==> config.mk <==
export PLATFORM = sky130hd
export DESIGN_NAME = native_mem_ctrl
export DESIGN_NICKNAME = d
export VERILOG_FILES = /design/src/rtl/native_mem_ctrl.sv
export SDC_FILE = /design/constraint.sdc
export NUM_CORES = 1
export LEC_CHECK = 0
export ABC_AREA = 1
export BUFFER_PORTS_ARGS = -buffer_cell sky130_fd_sc_hd__buf_4
export CORE_ASPECT_RATIO = 0.7
export CORE_MARGIN = 2
export CORE_UTILIZATION = 25
export DETAILED_ROUTE_END_ITERATION = 7
export PLACE_DENSITY = 0.53
export RECOVER_POWER = 25
export SLEW_MARGIN = 20
export SYNTH_ARGS = -nofsm -noshare
export SYNTH_HDL_FRONTEND = slang
export SYNTH_SLANG_ARGS = --single-unit
==> constraint.sdc <==
create_clock -name clk -period 1.3 [get_ports clk]
set_input_delay 0.26 -clock clk [delete_from_list [all_inputs] [get_ports clk]]
set_output_delay 0.26 -clock clk [all_outputs]
set_load 0.02 [all_outputs]
==> src/rtl/native_mem_ctrl.sv <==
// Native-bus initiator for a single-port synchronous word RAM.
// Partial-word stores are done as read-modify-write.
module native_mem_ctrl #(
  parameter int unsigned SIZE      = 14,
  parameter logic [31:0] BASE_ADDR = 32'h0000_0000
) (
  input  logic            clk,
  input  logic            resetn,
  input  logic            mem_valid,
  input  logic [31:0]     mem_addr,
  input  logic [31:0]     mem_wdata,
  input  logic [3:0]      mem_wstrb,
  output logic            mem_ready,
  output logic [31:0]     mem_rdata,
  output logic            ram_en,
  output logic            ram_write,
  output logic [SIZE-1:0] ram_addr,
  output logic [31:0]     ram_wdata,
  input  logic [31:0]     ram_rdata
);

  typedef enum logic [2:0] {
    IDLE,
    RD_WAIT,
    RD_DONE,
    RMW_WAIT,
    RMW_WR,
    WR_DONE
  } state_e;

  state_e          state_q, state_d;
  logic            ready_q, ready_d;
  logic [31:0]     rdata_q, rdata_d;
  logic            en_q, en_d;
  logic            write_q, write_d;
  logic [SIZE-1:0] addr_q, addr_d;
  logic [31:0]     wdata_q, wdata_d;
  logic [31:0]     cap_wdata_q, cap_wdata_d;
  logic [3:0]      cap_wstrb_q, cap_wstrb_d;

  logic [31:0] offset;
  logic        hit;
  logic [31:0] merged;

  // BASE_ADDR is aligned, so addresses below it wrap high and miss
  assign offset = mem_addr - BASE_ADDR;
  assign hit    = (offset >> (SIZE + 2)) == 32'd0;

  always_comb begin
    for (int i = 0; i < 4; i++) begin
      merged[8*i +: 8] = cap_wstrb_q[i] ? cap_wdata_q[8*i +: 8]
                                        : ram_rdata[8*i +: 8];
    end
  end

  always_comb begin
    state_d     = state_q;
    ready_d     = 1'b0;
    rdata_d     = 32'd0;
    en_d        = 1'b0;
    write_d     = 1'b0;
    addr_d      = addr_q;
    wdata_d     = wdata_q;
    cap_wdata_d = cap_wdata_q;
    cap_wstrb_d = cap_wstrb_q;
    unique case (state_q)
      IDLE: begin
        if (mem_valid && hit) begin
          en_d        = 1'b1;
          addr_d      = offset[SIZE+1:2];
          cap_wdata_d = mem_wdata;
          cap_wstrb_d = mem_wstrb;
          unique case (1'b1)
            (mem_wstrb == 4'h0): state_d = RD_WAIT;
            (mem_wstrb == 4'hF): begin
              write_d = 1'b1;
              wdata_d = mem_wdata;
              state_d = WR_DONE;
            end
            default: state_d = RMW_WAIT;
          endcase
        end
      end
      RD_WAIT:  state_d = RD_DONE;
      RD_DONE: begin
        ready_d = 1'b1;
        rdata_d = ram_rdata;
        state_d = IDLE;
      end
      RMW_WAIT: state_d = RMW_WR;
      RMW_WR: begin
        en_d    = 1'b1;
        write_d = 1'b1;
        wdata_d = merged;
        state_d = WR_DONE;
      end
      WR_DONE: begin
        ready_d = 1'b1;
        state_d = IDLE;
      end
      default: state_d = IDLE;
    endcase
  end

  always_ff @(posedge clk or negedge resetn) begin
    if (!resetn) begin
      state_q     <= IDLE;
      ready_q     <= 1'b0;
      rdata_q     <= 32'd0;
      en_q        <= 1'b0;
      write_q     <= 1'b0;
      addr_q      <= '0;
      wdata_q     <= 32'd0;
      cap_wdata_q <= 32'd0;
      cap_wstrb_q <= 4'd0;
    end else begin
      state_q     <= state_d;
      ready_q     <= ready_d;
      rdata_q     <= rdata_d;
      en_q        <= en_d;
      write_q     <= write_d;
      addr_q      <= addr_d;
      wdata_q     <= wdata_d;
      cap_wdata_q <= cap_wdata_d;
      cap_wstrb_q <= cap_wstrb_d;
    end
  end

  assign mem_ready = ready_q;
  assign mem_rdata = rdata_q;
  assign ram_en    = en_q;
  assign ram_write = write_q;
  assign ram_addr  = addr_q;
  assign ram_wdata = wdata_q;

endmodule

# Word level (Yosys, flattened, before mapping)
# Index checks and enable logic that the tools add are counted.
totals:
  regBits: 120
  inputBits: 103
  out_inout_bits: 81
  elab_cells: 42
op_classes:
  n_eq_ne: 8
  muxes: 17
  n_reduce_logical: 8
op_table:
  columns: ["op", "count"]
  rows:
  - ["$mux W32", 3]
  - ["$pmux W32 S2", 1]
  - ["$logic_not A32 Y1", 1]
  - ["$mux W8", 4]
  - ["$pmux W3 S4", 1]
  - ["$eq A3 B2 Y1 const B", 2]
  - ["$eq A3 B3 Y1 const B", 2]
  - ["$pmux W3 S2", 1]
  - ["$eq A4 B4 Y1 const B", 1]
  - ["$logic_not A4 Y1", 1]
  - ["$mux W1", 4]
  - ["$ne A2 B2 Y1 const B", 2]
  - ["$pmux W1 S2", 2]
  - ["$eq A3 B1 Y1 const B", 1]
  - ["$logic_not A3 Y1", 1]
  - ["$mux W3", 1]
  - ["$reduce_and A3 Y1", 1]
  - ["$reduce_and A2 Y1", 1]
  - ["$reduce_bool A2 Y1", 1]
  - ["$reduce_or A2 Y1", 1]
  - ["$logic_and A1 B1 Y1", 1]

# Logic depth before layout (Yosys ltp)
logic_depth:
  ltp_word: 4
  ltp_mapped: 10
  depth_no_buf: 8

# Worst setup path after synthesis
# OpenSTA, ideal clock, no wires.
synth_timing:
  path_kind: "register -> register"
  start: "register state_q[0]"
  end: "register wdata_q[10], in the netlist ram_wdata[10]"
  setup_ns: 0.118
  arrival_time_ns: 1.203
  required_ns: 1.182
  setup_slack_ns: -0.021
  path_stages_with_launch: 11
  path_buffers: 2
  period_less_slack_ns: 1.321
  path_cell_list: "dfrtp_1 -> inv_2 -> nand2_2 -> nor2_4 -> inv_2 -> buf_4 -> buf_4 -> nand2_1 -> nand2_1 -> nand3_1 -> nand2_1"
synth_via:
  elab_chain_len: 3
  word_cells_on_any_way: 7
  cone_classes: "eq/ne: 3; mux: 1; reduce/logical: 3"
synth_lines:
  columns: ["element", "line", "text"]
  rows:
  - ["start: declaration", "31", "state_e state_q, state_d;"]
  - ["start signal: assignment", "117", "state_q <= state_d;"]
  - ["$eq A3 B3 Y1 / $logic_not A3 Y1 (equally long branches)", "66", "unique case (state_q)"]
  - ["$reduce_bool A2 Y1 (no line) / $ne A2 B2 Y1 (equally long branches)", null, null]
  - ["$reduce_and A3 Y1 (no line)", null, null]
  - ["end signal: assignment", "123", "wdata_q <= wdata_d;"]
  - ["end: declaration", "37", "logic [31:0] wdata_q, wdata_d;"]
# Several ways; a longest one is shown, not always the timed one.
# A chain may end at the register's enable or synchronous reset.

# Final worst setup path
layout_timing:
  start: "register state_q[1]"
  end: "register wdata_q[7], in the netlist ram_wdata[7]"
# The elaborated chain is that of the path after synthesis.

==> results.py <==
metrics = {
    "run_status": {
        "outcome": "complete, but fails checks",
        "violations": "setup timing",
    },
    "timing": {
        "finalSetupViolCount": 31,
        "hold_ws_ns": 0.0653,
        "worst_slew_pin_slew_ns": 0.547,
        "slew_viol_final": 0,
        "skew_ns": 0.0126,
        "fin_ws_ns": -0.0257,
        "hold_viol_final": 0,
        "period_minus_slack_ns": 1.33,
        "relSlewSlack": 0.635,
        "fin_crit_sh": 1.02,
        "max_freq_mhz": 754,
        "finalSetupTns_ns": -0.378,
        "rsz0062_at_grt": "true",
    },
    "drt": {
        "vias": 5169,
        "ant_nets": 0,
        "drc": 0,
        "dr.pass1.iters": 5,
        "via_per_inst": 4.40,
        "wirelength_um": 17600,
        "routedWlPerCell_um": 15.0,
        "dr.first_iter.drc_count": 307,
    },
    "setup_path": {
        "cp.arrival_ns": 1.64,
        "cp_common_cell": "nand2_1",
        "rrSetupSlack_ns": -0.03,
        "crit_fanout": 14,
        "critPathBufInv": 3,
        "r2r_start": "state_q[1]$_DFFE_PN0P_",
        "r2r_cells": 9,
        "crit_type": "flop to flop",
        "path_cells": "inv_2 -> nand2_4 -> nor2_4 -> inv_4 -> buf_6 -> nand2_1 -> nand2_1 -> nand3_1 -> nand2_1",
        "cp_top_family": "simple AND/OR/NAND/NOR gates",
        "worst_path_max_delay_cell": "dfrtp_1",
        "cp-startpoint": "state_q[1]$_DFFE_PN0P_",
        "worst_r2r_endpoint": "ram_wdata[7]$_DFFE_PN0P_",
        "required_ns": 1.61,
        "endpoint": "ram_wdata[7]$_DFFE_PN0P_",
        "max_stage_delay_ns": 0.39,
        "worstSetupPathDepth": 9,
        "end_kind": "flop",
        "critPathLaunchType": "flop",
    },
    "final_layout": {
        "final_common_cell": "nand2_1",
        "fin_util": 0.372,
        "fillers": 2240,
        "mostFrequentLayoutCells": "nand2_1 (266), buf_4 (200), dfrtp_1 (119)",
        "n_antenna_cell": 0,
        "drive_above_1_share": 0.303,
        "syn_to_final_growth_pct": 46.8,
        "fin_nets": 983,
    },
    "clocking": {
        "numCtsBuffers": 17,
        "clock_latency_ns": 0.42,
        "h-tree-depth": 4,
        "cts_buffer_depth": 2,
        "root_buffer": "clkbuf_16",
        "clk_pin_slew_ns": 0.06,
        "cts_tree": "done",
        "cts_sinks": 120,
    },
    "floorplan": {
        "die_w_um": 181,
        "die_y_um": 128,
        "core_mm2": 0.0216,
        "die_area_mm2": 0.0231,
        "start_util": 0.254,
        "ios": 184,
        "num_rows": 45,
    },
    "synthesis": {
        "ys_seq_area_frac": 0.549,
        "netlist_area_mm2": 0.00547,
        "ys_ff_latch": 120,
        "ys_warn_count": 0,
        "synth.avg_cell_area_um2": 7.96,
        "synthCells": 687,
        "syn-num-nets": 790,
        "synth_cell_type_count": 22,
    },
    "grt": {
        "grt_usage": 0.155,
        "overflow": 0,
        "grt_pass1_wl_um": 27600,
        "antenna_found_initial": 0,
        "first_global_vias": 5030,
        "grt_max_degree": 41,
    },
    "place": {
        "hpwlAfterDp_um": 12000,
        "portBuffers": 181,
        "gp_congestion": 0.769,
        "pre_cts_slack_ns": -0.242,
    },
    "power_and_ir_drop": {
        "fin_total_pwr_mw": 16.2,
        "cellLeakagePower_nw": 4.45,
        "ir_drop_mv": 0.985,
        "power.density_mw_per_mm2": 2020,
    },
    "hold_path": {
        "hp-class": "input port to flop",
    },
    "flow_run": {
        "drv_cap": 0,
    },
}
[sequential cells by signal, summed over array words and instances (netlist names)]
signal	flops
ram_wdata	32
mem_ready	1
ram_en	1
cap_wstrb_q	4
ram_addr	14
ram_write	1
cap_wdata_q	32
state_q	3
mem_rdata	32
[layout make-up]
type / count / area (um2) / area share
flip-flops and latches: 120 / 3000 / 0.374
multi-input cells: 478 / 2070 / 0.257
repair buffers: 219 / 1820 / 0.227
clock buffers: 17 / 425 / 0.0530
well taps: 282 / 353 / 0.0440
clock inverters: 15 / 189 / 0.0235
inverters: 44 / 169 / 0.0211
[worst min path at each step]
stage,startpoint,to,slack (ns),cells past startpoint
after floorplan,resetn,cap_wdata_q[0]$_DFFE_PN0P_,-0.04,0
after global placement,resetn,mem_rdata[14]$_DFF_PN0_,0.18,1
after detailed placement,resetn,mem_rdata[14]$_DFF_PN0_,0.18,1
after CTS,mem_addr[9],ram_addr[7]$_DFFE_PN0P_,0.05,3
after global routing,mem_addr[9],ram_addr[7]$_DFFE_PN0P_,0.06,3
final,mem_addr[11],ram_addr[9]$_DFFE_PN0P_,0.07,3
[worst register-to-register path, stage by stage, from the launching register on]
cell and delay, ns:
dfrtp_1 0.39, inv_2 0.10, nand2_4 0.06, nor2_4 0.16, inv_4 0.10, buf_6 0.16, nand2_1 0.06, nand2_1 0.05
nand3_1 0.08, nand2_1 0.06
[cells by family after synthesis]
kind of cell	synth area share
buffers and inverters	0.0796
flip-flops	0.549
AO/OA/AOI/OAI	0.0339
AND/OR/NAND/NOR	0.337
[power breakdown]
group | internal [mW] | total [mW] | switching [mW]
clock | 3.06 | 4.97 | 1.91
combinational | 2.46 | 6.34 | 3.88
sequential | 4.54 | 4.93 | 0.397
[repair_timing]
action,in CTS,in global routing
endpoints found under the setup margin,41,53
cloned,0,1
endpoints found under the hold margin,15,0
setup buffers,1,0
pin swaps,1,0
hold buffers,1,0
resized for setup,6,5
[cells in the mapped netlist, drive strengths merged]
cell    number  area (um2)
or2          1        6.26
clkinv       1        5.00
clkbuf       7        26.3
buf         38         243
nand3      118         596
nor2        48         190
o21ai       34         170
nand2      272        1030
nand4        2        18.8
a21oi        3        15.0
inv         43         161
dfrtp      120        3000
[per-layer routing]
layer	part of all wire	wire (um)	global-route usage
met5	0	0	0
met4	0.014	250	0.0565
met3	0.084	1480	0.0452
met2	0.40	7110	0.218
met1	0.50	8740	0.224
[per-stage QoR]
stage / instance area [um2] / instances
after floorplan: 5490 / 687
after global placement: 7360 / 1140
after detailed placement: 7360 / 1140
after CTS: 8010 / 1174
after global routing: 8020 / 1175
final: 8020 / 1175
Power figures use the tool's default switching activity.
